===== config.mk =====
export PLATFORM = sky130hd
export DESIGN_NAME = grabador_loop
export DESIGN_NICKNAME = d
export VERILOG_FILES = /design/src/rtl/grabador_loop.sv
export SDC_FILE = /design/constraint.sdc
export NUM_CORES = 2
export LEC_CHECK = 0
export BUFFER_PORTS_ARGS = -buffer_cell sky130_fd_sc_hd__buf_2
export CORE_MARGIN = 1
export CORE_UTILIZATION = 60
export CTS_CLUSTER_DIAMETER = 60
export DETAILED_ROUTE_END_ITERATION = 10
export PLACE_DENSITY = 0.74
export SYNTH_ARGS = -nofsm -noshare
export SYNTH_HDL_FRONTEND = slang
export SYNTH_SLANG_ARGS = --single-unit

===== constraint.sdc =====
create_clock -name clk100mhz -period 4.4 [get_ports clk100mhz]
set_input_delay 0.44 -clock clk100mhz [delete_from_list [all_inputs] [get_ports clk100mhz]]
set_output_delay 0.44 -clock clk100mhz [all_outputs]
set_load 0.05 [all_outputs]

===== src/rtl/grabador_loop.sv =====
// Tick-paced sample recorder/looper: records nota into an internal RAM
// on each sample tick, then plays it back one-shot or looped.
// Ports:
//   clk100mhz, rst (sync, active-high)
//   rec, play, loop_en    level controls
//   nota                  sample to record
//   salida                registered playback sample
//   addr, length          current address, recorded sample count
//   state                 IDLE=00 REC=01 PLAY=10 DONE=11
//   full                  last recording hit end of memory
//   tick                  one-cycle sample strobe
module grabador_loop #(
  parameter int DATA_W   = 8,
  parameter int ADDR_W   = 9,
  parameter int TICK_DIV = 2_000_000
) (
  input  logic              clk100mhz,
  input  logic              rst,
  input  logic              rec,
  input  logic              play,
  input  logic              loop_en,
  input  logic [DATA_W-1:0] nota,
  output logic [DATA_W-1:0] salida,
  output logic [ADDR_W-1:0] addr,
  output logic [ADDR_W:0]   length,
  output logic [1:0]        state,
  output logic              full,
  output logic              tick
);

  localparam int DEPTH = 1 << ADDR_W;
  localparam int CNT_W = $clog2(TICK_DIV);
  localparam logic [CNT_W-1:0] CNT_MAX = CNT_W'(TICK_DIV - 1);
  localparam logic [ADDR_W:0] LEN_ONE = (ADDR_W+1)'(1);

  typedef enum logic [1:0] {
    S_IDLE = 2'b00,
    S_REC  = 2'b01,
    S_PLAY = 2'b10,
    S_DONE = 2'b11
  } st_e;

  st_e               st_q, st_d;
  logic [CNT_W-1:0]  cnt_q;
  logic              rec_q, play_q;
  logic [ADDR_W-1:0] addr_q, addr_d;
  logic [ADDR_W:0]   len_q, len_d;
  logic              full_q, full_d;
  logic [DATA_W-1:0] sal_q, sal_d;
  logic              we;
  logic              rec_rise, play_rise;
  logic              play_last;

  logic [DATA_W-1:0] mem [DEPTH];

  assign tick      = (cnt_q == CNT_MAX);
  assign rec_rise  = rec & ~rec_q;
  assign play_rise = play & ~play_q;
  assign play_last = ({1'b0, addr_q} == (len_q - LEN_ONE));

  // Free-running divider; tick only ever acts as a clock enable.
  always_ff @(posedge clk100mhz) begin
    if (rst) begin
      cnt_q  <= '0;
      rec_q  <= 1'b0;
      play_q <= 1'b0;
    end else begin
      cnt_q  <= tick ? '0 : cnt_q + 1'b1;
      rec_q  <= rec;
      play_q <= play;
    end
  end

  // Sample RAM survives reset.
  always_ff @(posedge clk100mhz) begin
    if (we) mem[addr_q] <= nota;
  end

  always_ff @(posedge clk100mhz) begin
    if (rst) begin
      st_q   <= S_IDLE;
      addr_q <= '0;
      len_q  <= '0;
      full_q <= 1'b0;
      sal_q  <= '0;
    end else begin
      st_q   <= st_d;
      addr_q <= addr_d;
      len_q  <= len_d;
      full_q <= full_d;
      sal_q  <= sal_d;
    end
  end

  always_comb begin
    st_d   = st_q;
    addr_d = addr_q;
    len_d  = len_q;
    full_d = full_q;
    sal_d  = sal_q;
    we     = 1'b0;
    unique case (st_q)
      S_IDLE: begin
        if (rec_rise) begin
          st_d   = S_REC;
          addr_d = '0;
          len_d  = '0;
          full_d = 1'b0;
        end else if (play_rise && len_q != '0) begin
          st_d   = S_PLAY;
          addr_d = '0;
        end
      end
      S_REC: begin
        // A tick that coincides with rec falling still stores its sample.
        if (tick) begin
          we    = 1'b1;
          len_d = {1'b0, addr_q} + LEN_ONE;
          if (addr_q == '1) begin
            full_d = 1'b1;
            st_d   = S_IDLE;
          end else begin
            addr_d = addr_q + 1'b1;
          end
        end
        if (!rec) st_d = S_IDLE;
      end
      S_PLAY: begin
        if (!play) begin
          st_d   = S_IDLE;
          sal_d  = '0;
          addr_d = '0;
        end else if (tick) begin
          sal_d = mem[addr_q];
          if (play_last) begin
            if (loop_en) addr_d = '0;
            else         st_d   = S_DONE;
          end else begin
            addr_d = addr_q + 1'b1;
          end
        end
      end
      S_DONE: begin
        if (!play) begin
          st_d   = S_IDLE;
          sal_d  = '0;
          addr_d = '0;
        end
      end
      default: st_d = S_IDLE;
    endcase
  end

  assign salida = sal_q;
  assign addr   = addr_q;
  assign length = len_q;
  assign state  = st_q;
  assign full   = full_q;

endmodule


==> impl_results.md <==
- CTS H-tree depth: 5
- Wire per inst: ~35 µm
- Least-Margin Pin Slew: roughly 1300 ps
- PwrDens: roughly 440 mW/mm²
- DRT antenna net count: 0
- Synth top area cells: edfxtp_1 (76%), mux4_2 (13%), mux2i_1 (2.1%)
- Port bufs: 43
- Number of synthesized flops with an enable pin: 4,096
- Register-to-register setup slack: around 150 ps
- Synth Area in Simple Gates: 0.0299
- Clock Tree Buf Depth: 4
- Status: finished clean
- Sw frac: 0.206
- Post-synthesis async set-or-reset flop share: 0
- Avg Synthesized Cell Area: ~21 µm²
- Worst Path Required: 5170 ps
- Cell Area, Synth: 0.163 mm²
- Layout cells sized above 1: 0.272
- Adder-cell share of the synthesized area: 0.000846
- CTS root buf: clkbuf_16
- Sw Pwr: roughly 17 mW
- Dpl hpwl: roughly 260,000 µm
- RSZ-0062 raised after global routing: false
- Layout area overhead: 13.3%
- Area share of the largest cell type after synthesis: 0.756
- Max Clock Skew: 91.3 ps
- Top post-synthesis cells by count: edfxtp_1 (4,096), mux4_2 (956), nor2_1 (615)
- Critical path class: reg2reg
- Sequential area share after synthesis: 0.763
- 1st-iter DRT viols: 13,500
- Hold path cells: 1
- Setup crit start kind: flip-flop
- NumNets Final: about 8,500
- CTS tree: built
- Internal power: ~64 mW
- Die area: 0.273 mm²
- Worst endpoint data arrival time: approximately 5000 ps
- Floorplan die height: between 500 and 600 µm
- Reg2reg end: salida[2]
- Relative slew slack: 0.130
- Most used DFF post-synth: edfxtp_1
- DRC: 0
- CTS buffer count: roughly 410
- CP max-delay cell: dfxtp_4
- First drt pass iteration count: 6
- Slew Limit Fails: 0
- Max-cap viol count: 0
- Overall routed net length: approximately 430,000 µm
- Tmin final: ~4200 ps
- Via Count: around 85,000
- Hold Path End: mem[473][5]
- Peak VDD IR: between 0.0004 and 0.0005 V
- Cell taking the most area after synthesis: edfxtp_1
- Ys Warns: 0
- Clock network power share: 0.423
- Initial core utilization: 0.605
- Setup violators final: 0
- Global Route Usage Sum: 0.320
- Post-CTS Setup Bufs: 0
- Setup crit end kind: flip-flop
- Max FO, Critical Path: 17
- Worst-case reg-to-reg path depth: 8
- Clock Latency Late Sink: about 960 ps
- First-pass GRT wire length: ~600,000 µm
- Critical-path cell list: buf_12 > buf_4 > mux4_2 > mux4_2 > a22oi_1 > nand3_1 > a32oi_1 > o31ai_1
- Post-Synthesis Cells: around 7,700
- Synth Area in Compound Gates: 0.0256
- Clock-pin slew on the worst setup and hold paths: 60 ps
- Total power after layout: just over 80 mW
- P_leak: roughly 57 nW
- Total core area: ~0.27 mm²
- Layout Utilization: 0.686
- Largest net degree at the start of global routing: between 100 and 150
- Max Fclk: approximately 0.24 GHz
- Yosys reg bits: around 4,200
- Tcrit/Tclk final: 0.965
- CP Buf/Inv Count: 2
- Delay-heaviest family, CP: compound AO/OA/AOI/OAI gates
- Reg power frac: 0.538
- Post-synthesis mux area share: 0.159
- Logic pwr share: 0.040
- Largest family of logic cells by synthesized area: multiplexers
- Die Width: 523 µm
- Syn Nets: roughly 7,800
- Hold Vio Cnt, Final: 0
- GRT overflow: 0
- Initial antenna violation count: 20
- I/O Pins: between 40 and 50
- Core Rows: between 150 and 200
- Placer Congestion: roughly 0.9
- Top-count cell post-synth: edfxtp_1
- Critical path's largest stage delay: a little over 700 ps
- Netlist cell types: 84
- CP dominant cell by count: mux4_2
- Vias in the first global route: approximately 85,000
- Min-delay src: nota[5]
- Synth Area in XOR/XNOR: 0.00167
- Post-DR vias/cell: around 7
- Clk sink count: a little over 4,000
- Hold Path Class: in2reg
-- area by class of cell --
class | instances | area (µm²)
fill | 15800 | 84500
antenna | 15 | 37.5
timing repair buffer | 819 | 7080
sequential | 4158 | 124000
clock inverter | 223 | 2270
tap | 3552 | 4440
clock buffer | 504 | 10700
multi-input combinational | 3093 | 35500
inverter | 19 | 88.8
-- layout by cell type (no fill, tap or decap), types with 11 or more instances in the layout --
master | synthesis | layout
a211oi_1 | 20 | 20
a21oi_1 | 135 | 134
a221oi_1 | 16 | 16
a22o_1 | 15 | 15
a22oi_1 | 62 | 62
and2_1 | 11 | 11
buf_12 | 22 | 76
buf_2 | 107 | 35
buf_4 | 38 | 697
bufinv_16 | 0 | 40
clkbuf_1 | 167 | 88
clkbuf_16 | 0 | 409
clkinv_1 | 0 | 80
clkinv_2 | 0 | 60
clkinvlp_4 | 0 | 19
dfxtp_1 | 62 | 56
diode_2 | 0 | 15
edfxtp_1 | 4096 | 4096
ha_1 | 11 | 11
inv_1 | 15 | 15
mux2i_1 | 335 | 335
mux4_1 | 36 | 36
mux4_2 | 956 | 956
nand2_1 | 194 | 181
nand2_4 | 0 | 11
nand2b_1 | 16 | 15
nand3_1 | 80 | 76
nand4_1 | 23 | 23
nor2_1 | 615 | 611
nor2b_1 | 19 | 15
nor3_1 | 68 | 67
nor4_1 | 19 | 17
o21ai_0 | 78 | 78
o221ai_1 | 99 | 99
o22ai_1 | 74 | 74
or3_1 | 22 | 22
xnor2_1 | 12 | 12
xor2_1 | 19 | 19
-- stage by stage --
stage / cell area [µm²] / hold slack (ps) / cells / setup TNS, ps / setup WS, ps
2_1_floorplan: 163000 / 418 / 7731 / 0 / 1040
3_3_place_gp: 171000 / 447 / 11600 / -65.7 / -65.7
3_5_place_dp: 171000 / 444 / 11600 / 0 / 208
4_1_cts: 184000 / 17.5 / 12400 / 0 / 184
5_1_grt: 184000 / 66.7 / 12400 / 0 / 92.5
6_report: 184000 / 45.0 / 12400 / 0 / 153
-- routing by layer --
metal  global-route usage  up-vias  wire length, µm
met5                    0        -               96
met4                0.140       14            20700
met3               0.0842      949            56900
met2                0.480     6200           199000
met1                0.450    44300           156000
li1                     -    33800                -
-- how the worst max path moves through the flow --
stage / start / endpoint / cells after the start
2_1_floorplan: cnt_q[0] / mem[358][0] / 11
3_3_place_gp: flip-flop / salida[1] / 10
3_5_place_dp: flip-flop / salida[3] / 8
4_1_cts: flip-flop / salida[2] / 10
5_1_grt: flip-flop / salida[4] / 12
6_report: flip-flop / salida[2] / 8
-- cell families after synthesis --
logic type	count (synthesis)
AND/OR/NAND/NOR	1117
AO/OA/AOI/OAI	602
adder cells (fa/ha/maj)	11
multiplexers	1332
flip-flops	4158
XOR/XNOR	31
buffers and inverters	480
-- timing repair --
action	in CTS	in global routing
hold buffers	3	0
endpoints found under the hold margin	46	0
setup endpoints to repair	0	2
resized for setup	0	2
-- flip-flops by register name, indices dropped and copies added (netlist names), 2 cells and up, named ones only --
| signal | count |
|---|---|
| length | 10 |
| addr | 9 |
| mem | 4096 |
| cnt_q | 21 |
| state | 2 |
| salida | 8 |
-- power groups by stage --
stage | registers [mW] | clock network, mW | logic, mW
after global routing | 43.5 | 35.9 | 3.35
after floorplan | 44.4 | 0 | 1.95
after detailed placement | 44.4 | 0 | 3.17
final | 43.5 | 34.2 | 3.21
after CTS | 43.5 | 34.4 | 3.19
after global placement | 44.4 | 0 | 3.10
Note: power is estimated with default switching activity, not from simulation.
